File: src/rtl/io_write_capture.sv
// io_write_capture: snoops CPU writes that hit a 16-byte I/O window and queues
// {offset, data} entries in a small FIFO for a downstream consumer.
// A write held on the bus for several cycles is captured only once.
// Optional feature: define IOCAP_OVERFLOW_EN to report dropped writes on 'overflow'.
module io_write_capture #(
   parameter logic [7:0]  BASE_ADDR = 8'hF0,
   parameter int unsigned DEPTH     = 4
) (
   input  logic        clk,
   input  logic        rst,
   input  logic        MemRW,
   input  logic [7:0]  MemAddr,
   input  logic [15:0] MemD,
   output logic        out_valid,
   input  logic        out_ready,
   output logic [3:0]  out_addr,
   output logic [15:0] out_data,
   output logic [4:0]  fifo_count,
   output logic        overflow,
   input  logic        ovf_clr
);

   localparam int unsigned   PW       = (DEPTH > 1) ? $clog2(DEPTH) : 1;
   localparam logic [4:0]    LP_DEPTH = 5'(DEPTH);
   localparam logic [PW-1:0] LP_ONE   = PW'(1);

   logic          r_prev_wr;
   logic [7:0]    r_prev_addr;
   logic [PW-1:0] r_wr_ptr;
   logic [PW-1:0] r_rd_ptr;
   logic [4:0]    r_count;
   logic [19:0]   r_mem [DEPTH];

   logic          w_hit;
   logic          w_event;
   logic          w_full;
   logic          w_pop;
   logic          w_push;
   logic [4:0]    w_count_d;
   logic [19:0]   w_head;

   assign w_hit   = MemRW && (MemAddr[7:4] == BASE_ADDR[7:4]);
   // New event only when the strobe rises or the address moves on.
   assign w_event = w_hit && (!r_prev_wr || (r_prev_addr != MemAddr));
   assign w_full  = (r_count == LP_DEPTH);
   assign w_pop   = out_valid && out_ready;
   // A pop at the same edge frees the slot, so a full FIFO still accepts.
   assign w_push  = w_event && (!w_full || w_pop);

   assign w_head     = r_mem[r_rd_ptr];
   assign out_valid  = (r_count != 5'd0);
   assign out_addr   = out_valid ? w_head[19:16] : 4'h0;
   assign out_data   = out_valid ? w_head[15:0]  : 16'h0000;
   assign fifo_count = r_count;

   // Previous-cycle bus state used for held-write filtering.
   always_ff @(posedge clk or negedge rst) begin
      if (!rst) begin
         r_prev_wr   <= 1'b0;
         r_prev_addr <= 8'h00;
      end else begin
         r_prev_wr   <= MemRW;
         r_prev_addr <= MemAddr;
      end
   end

   // Next occupancy from the push/pop pair.
   always_comb begin
      w_count_d = r_count;
      case ({w_push, w_pop})
         2'b10:   w_count_d = r_count + 5'd1;
         2'b01:   w_count_d = r_count - 5'd1;
         default: w_count_d = r_count;
      endcase
   end

   // Pointers and occupancy; pointers wrap naturally since DEPTH is a power of two.
   always_ff @(posedge clk or negedge rst) begin
      if (!rst) begin
         r_wr_ptr <= '0;
         r_rd_ptr <= '0;
         r_count  <= 5'd0;
      end else begin
         if (w_push) r_wr_ptr <= r_wr_ptr + LP_ONE;
         if (w_pop)  r_rd_ptr <= r_rd_ptr + LP_ONE;
         r_count <= w_count_d;
      end
   end

   // Entry storage; contents are only visible through the occupancy-gated head.
   always_ff @(posedge clk) begin
      if (w_push) r_mem[r_wr_ptr] <= {MemAddr[3:0], MemD};
   end

`ifdef IOCAP_OVERFLOW_EN
   logic w_drop;
   logic r_overflow;

   assign w_drop   = w_event && w_full && !w_pop;
   assign overflow = r_overflow;

   // Sticky drop flag; a drop at the same edge as a clear keeps it set.
   always_ff @(posedge clk or negedge rst) begin
      if (!rst) begin
         r_overflow <= 1'b0;
      end else if (w_drop) begin
         r_overflow <= 1'b1;
      end else if (ovf_clr) begin
         r_overflow <= 1'b0;
      end
   end
`else
   // Reporting disabled: drops are silent and ovf_clr has no function.
   assign overflow = ovf_clr & 1'b0;
`endif

endmodule

File: config.mk
export PLATFORM = sky130hd
export DESIGN_NAME = io_write_capture
export DESIGN_NICKNAME = d
export VERILOG_FILES = /design/src/rtl/io_write_capture.sv
export SDC_FILE = /design/constraint.sdc
export NUM_CORES = 1
export LEC_CHECK = 0
export ABC_AREA = 1
export CAP_MARGIN = 40
export CORE_ASPECT_RATIO = 1.5
export CORE_UTILIZATION = 27
export CTS_BUF_LIST = sky130_fd_sc_hd__clkbuf_16
export CTS_CLUSTER_DIAMETER = 50
export CTS_CLUSTER_SIZE = 20
export DETAILED_ROUTE_END_ITERATION = 8
export SETUP_SLACK_MARGIN = 0.4
export SLEW_MARGIN = 20
export SYNTH_ARGS = -nofsm -noshare
export SYNTH_HDL_FRONTEND = slang
export SYNTH_SLANG_ARGS = --single-unit
File: constraint.sdc
create_clock -name clk -period 3.05 [get_ports clk]
set_input_delay 0.61 -clock clk [delete_from_list [all_inputs] [get_ports clk]]
set_output_delay 0.61 -clock clk [all_outputs]
set_load 0.02 [all_outputs]
==> impl_metrics.prom <==
# TYPE chip_impl_metric gauge
chip_impl_metric{name="synthSimpleGateAreaFrac",unit="%"} 13.5
chip_impl_metric{name="compound_gate_fraction_of_synth_area",unit="%"} 8.34
chip_impl_metric{name="power-per-cell-area",unit="mW/mm2"} 840
chip_impl_metric{name="hold_viol",unit=""} 0
chip_impl_metric{name="clk_transition_reported_paths",unit="ns"} 0.06
chip_impl_info{name="outcome",value="finished, final reports clean"} 1
chip_impl_metric{name="dp_cells",unit=""} 608
chip_impl_metric{name="design.portCount",unit=""} 56
chip_impl_metric{name="cts_stage_hold_buffer_count",unit=""} 0
chip_impl_metric{name="finish.net_count",unit=""} 468
chip_impl_metric{name="timing.reg2reg.worst_path_depth",unit=""} 15
chip_impl_metric{name="yosys.area_share.adder",unit="%"} 2.63
chip_impl_metric{name="max-clock-path-buffers",unit=""} 2
chip_impl_metric{name="layout_worst_path_cycle_share",unit="%"} 83.9
chip_impl_metric{name="floorplan.initialDensity",unit="%"} 27.9
chip_impl_metric{name="cp_data_arrival_time",unit="ns"} 1.95
chip_impl_metric{name="sum_of_routed_wire_length_over_all_layers",unit="um"} 8810
chip_impl_metric{name="synth.yosys.seq_area_share",unit="%"} 69.6
chip_impl_metric{name="final.setup.tns",unit="ns"} 0
chip_impl_metric{name="grt_antenna_before_repair",unit=""} 0
chip_impl_metric{name="die-width",unit="um"} 103
chip_impl_metric{name="layout_setup_ws",unit="ns"} 0.491
chip_impl_metric{name="stdcell_count",unit=""} 631
chip_impl_metric{name="layout-drive-gt1-share",unit="%"} 14.0
chip_impl_metric{name="dieHeight",unit="um"} 153
chip_impl_metric{name="overflow",unit=""} 0
chip_impl_metric{name="yosysWarningCount",unit=""} 0
chip_impl_info{name="clockRootBuffer",value="sky130_fd_sc_hd__clkbuf_16"} 1
chip_impl_metric{name="cts_htree_levels",unit=""} 3
chip_impl_info{name="largest_family_of_logic_cells_by_synthesized_area",value="simple AND/OR/NAND/NOR gates"} 1
chip_impl_info{name="cpLargestDelayFamily",value="buffers and inverters"} 1
chip_impl_metric{name="critical_path.max_fanout",unit=""} 6
chip_impl_metric{name="met1Wirelength",unit="um"} 3540
chip_impl_info{name="cts_tree",value="built"} 1
chip_impl_info{name="timing_worst_setup_path_type",value="flop to output port"} 1
chip_impl_metric{name="setup_viol",unit=""} 0
chip_impl_metric{name="ratio_of_routed_vias_to_standard_cells",unit=""} 4.39
chip_impl_metric{name="drv.max_cap_violation_count",unit=""} 0
chip_impl_metric{name="clock_skew",unit="ns"} 0.00678
chip_impl_metric{name="grt_pass1_vias",unit=""} 2787
chip_impl_metric{name="place.detailed.hpwl",unit="um"} 5700
chip_impl_metric{name="io_buffers",unit=""} 53
chip_impl_metric{name="placement.setup.worst_slack",unit="ns"} -0.0102
chip_impl_metric{name="routedWlPerCell",unit="um"} 14.0
chip_impl_metric{name="drt_pass1_iterations",unit=""} 4
chip_impl_metric{name="syn-num-nets",unit=""} 398
chip_impl_metric{name="reported_leakage_power",unit="nW"} 1.99
chip_impl_info{name="critical_path_top_delay_cell",value="sky130_fd_sc_hd__dfrtp_1"} 1
chip_impl_info{name="endpoint_kind",value="output port"} 1
chip_impl_metric{name="post_synth_inst_count",unit=""} 361
chip_impl_metric{name="cp.buffers_inverters",unit=""} 3
chip_impl_metric{name="grt_first_pass_wirelength",unit="um"} 14200
chip_impl_metric{name="synthMuxAreaShare",unit="%"} 0
chip_impl_metric{name="clock_sinks",unit=""} 98
chip_impl_info{name="crit_chain",value="nor2_1 -> nand3_1 -> clkinvlp_4 -> buf_4 -> a21oi_1 -> dlygate4sd2_1"} 1
chip_impl_metric{name="peak_freq",unit="GHz"} 0.391
chip_impl_metric{name="drc",unit=""} 0
chip_impl_metric{name="synth_cell_types",unit=""} 26
chip_impl_metric{name="clk_latency_worst_skew_pair",unit="ns"} 0.33
chip_impl_metric{name="die_area",unit="mm2"} 0.0157
chip_impl_info{name="cp-start-kind",value="flop"} 1
chip_impl_metric{name="antenna_left",unit=""} 0
chip_impl_metric{name="critical_path_cell_count",unit=""} 6
chip_impl_metric{name="min_period",unit="ns"} 2.56
chip_impl_metric{name="wl_met2",unit="um"} 4810
chip_impl_metric{name="core.rowCount",unit=""} 54
chip_impl_metric{name="report.power.total",unit="mW"} 4.43
chip_impl_metric{name="largest_net_degree_at_the_start_of_global_routing",unit=""} 42
chip_impl_metric{name="synth_xor_xnor_area_share",unit="%"} 1.50
chip_impl_metric{name="routed-via-count",unit=""} 2767
chip_impl_metric{name="synth_area_per_cell",unit="um2"} 11.3
chip_impl_info{name="timing.hold.worst.class",value="input port to flop"} 1
chip_impl_info{name="top_layer_used",value="met4"} 1
chip_impl_metric{name="cts-buffers-inserted",unit=""} 9
chip_impl_metric{name="critical-path-max-stage-delay",unit="ns"} 0.43
chip_impl_info{name="rsz0062_at_grt",value="yes"} 1
chip_impl_metric{name="gp_congestion",unit=""} 0.735
chip_impl_metric{name="core-area",unit="mm2"} 0.0147
chip_impl_metric{name="grt_util_all_layers",unit="%"} 12.2
chip_impl_metric{name="min_path_cells",unit=""} 1
chip_impl_metric{name="area_growth",unit="%"} 28.6
chip_impl_metric{name="timing.final.max_slew_violations",unit=""} 0
chip_impl_metric{name="crit_required",unit="ns"} 2.44
chip_impl_metric{name="antennaDiodeCount",unit=""} 0
chip_impl_metric{name="largest_voltage_drop_on_the_vdd_net",unit="V"} 0.000454
chip_impl_metric{name="ff_latch_count_synth",unit=""} 98
chip_impl_metric{name="wl_met3",unit="um"} 340
chip_impl_metric{name="synth.cell_area",unit="mm2"} 0.00410
chip_impl_metric{name="detail_route.iter0.violations",unit=""} 163
==> final cells by class <==
| class | count | area [um2] |
|---|---|---|
| fill | 1441 | 9400 |
| tap | 196 | 245 |
| multi-input combinational | 218 | 1080 |
| clock inverter | 6 | 58.8 |
| clock buffer | 9 | 225 |
| timing repair inverter | 1 | 7.51 |
| timing repair buffer | 74 | 681 |
| sequential | 98 | 2850 |
| inverter | 29 | 119 |
==> cell usage in the layout (no fill, tap or decap), types with 4 or more instances in the layout <==
| master | count |
|---|---|
| sky130_fd_sc_hd__dfrtp_1 | 17 |
| sky130_fd_sc_hd__o21ai_1 | 4 |
| sky130_fd_sc_hd__a21oi_1 | 22 |
| sky130_fd_sc_hd__clkbuf_16 | 9 |
| sky130_fd_sc_hd__buf_12 | 4 |
| sky130_fd_sc_hd__buf_4 | 16 |
| sky130_fd_sc_hd__inv_1 | 25 |
| sky130_fd_sc_hd__nor2_1 | 91 |
| sky130_fd_sc_hd__o21ai_0 | 38 |
| sky130_fd_sc_hd__nor2_2 | 5 |
| sky130_fd_sc_hd__clkbuf_2 | 12 |
| sky130_fd_sc_hd__edfxtp_1 | 80 |
| sky130_fd_sc_hd__xor2_1 | 7 |
| sky130_fd_sc_hd__ha_1 | 7 |
| sky130_fd_sc_hd__clkinvlp_4 | 4 |
| sky130_fd_sc_hd__clkdlybuf4s50_1 | 31 |
| sky130_fd_sc_hd__nand2_1 | 23 |
| sky130_fd_sc_hd__dlygate4sd2_1 | 6 |
| sky130_fd_sc_hd__nand3_1 | 9 |
==> worst paths after layout <==
check / from / to / slack [ns]
setup reg to reg: fifo_count[1] / fifo_count[4] / 0.73
hold / removal: MemAddr[5] / r_prev_addr[5] / 0.48
setup / recovery: fifo_count[1] / out_data[11] / 0.49
min in group asynchronous: rst / r_prev_addr[5] / 0.52
max in group asynchronous: rst / fifo_count[0] / 2.13
hold reg to reg: fifo_count[0] / fifo_count[0] / 0.53
==> cells by family (layout without fill, tap and decap cells) <==
| kind of cell | Yosys count | count (layout) |
|---|---|---|
| other | 1 | 1 |
| adders and majority gates | 8 | 8 |
| xor gates and xnor gates | 7 | 7 |
| buffers and inverters | 45 | 119 |
| AOI/OAI and AO/OA | 67 | 67 |
| DFF | 98 | 98 |
| and+or+nand+nor | 135 | 135 |
==> cells in the mapped netlist (all sizes together) <==
library cell	n	area, um2
nor2	96	363
edfxtp	80	2400
o21ai	42	210
inv	29	109
nand2	26	115
a21oi	22	110
dfrtp	18	450
clkbuf	10	37.5
nand3	10	55.1
ha	7	87.6
xor2	7	61.3
buf	6	31.3
nand4	3	18.8
a21boi	1	7.51
a31oi	1	6.26
conb	1	3.75
fa	1	20.0
o21bai	1	7.51
==> sequential cells by signal (all words and copies together) (netlist names) <==
signal,cells
r_prev_wr,1
r_mem,80
r_prev_addr,8
r_wr_ptr,2
r_rd_ptr,2
fifo_count,5
==> report_power, final <==
group,leakage [nW],switching [mW],internal [mW],total [mW]
logic,0.928,1.09,0.660,1.75
clock network,0.136,0.438,0.624,1.06
registers,0.928,0.0844,1.53,1.62
total,1.99,1.61,2.82,4.43
==> stage by stage <==
stage	hold WS (ns)	instance area [um2]	util [%]
6_report	0.485	5270	35.9
5_1_grt	0.499	5270	35.9
4_1_cts	0.507	5310	36.2
3_5_place_dp	0.534	4960	33.9
3_3_place_gp	0.520	4950	33.8
2_1_floorplan	0.314	4100	-
==> what timing repair did <==
item / in CTS / in global routing
gates resized for setup: 33 / 25
setup buffers: 7 / 0
cloned: 1 / 0
endpoints found under the setup margin: 21 / 19
==> metal layers <==
| metal | vias to the layer above | track usage (%) |
|---|---|---|
| li1 | 1361 | - |
| met1 | 1323 | 14.1 |
| met2 | 76 | 21.3 |
| met3 | 7 | 2.33 |
| met4 | 0 | 5.31 |
| met5 | - | 0 |
(Power assumes the default switching activity.)
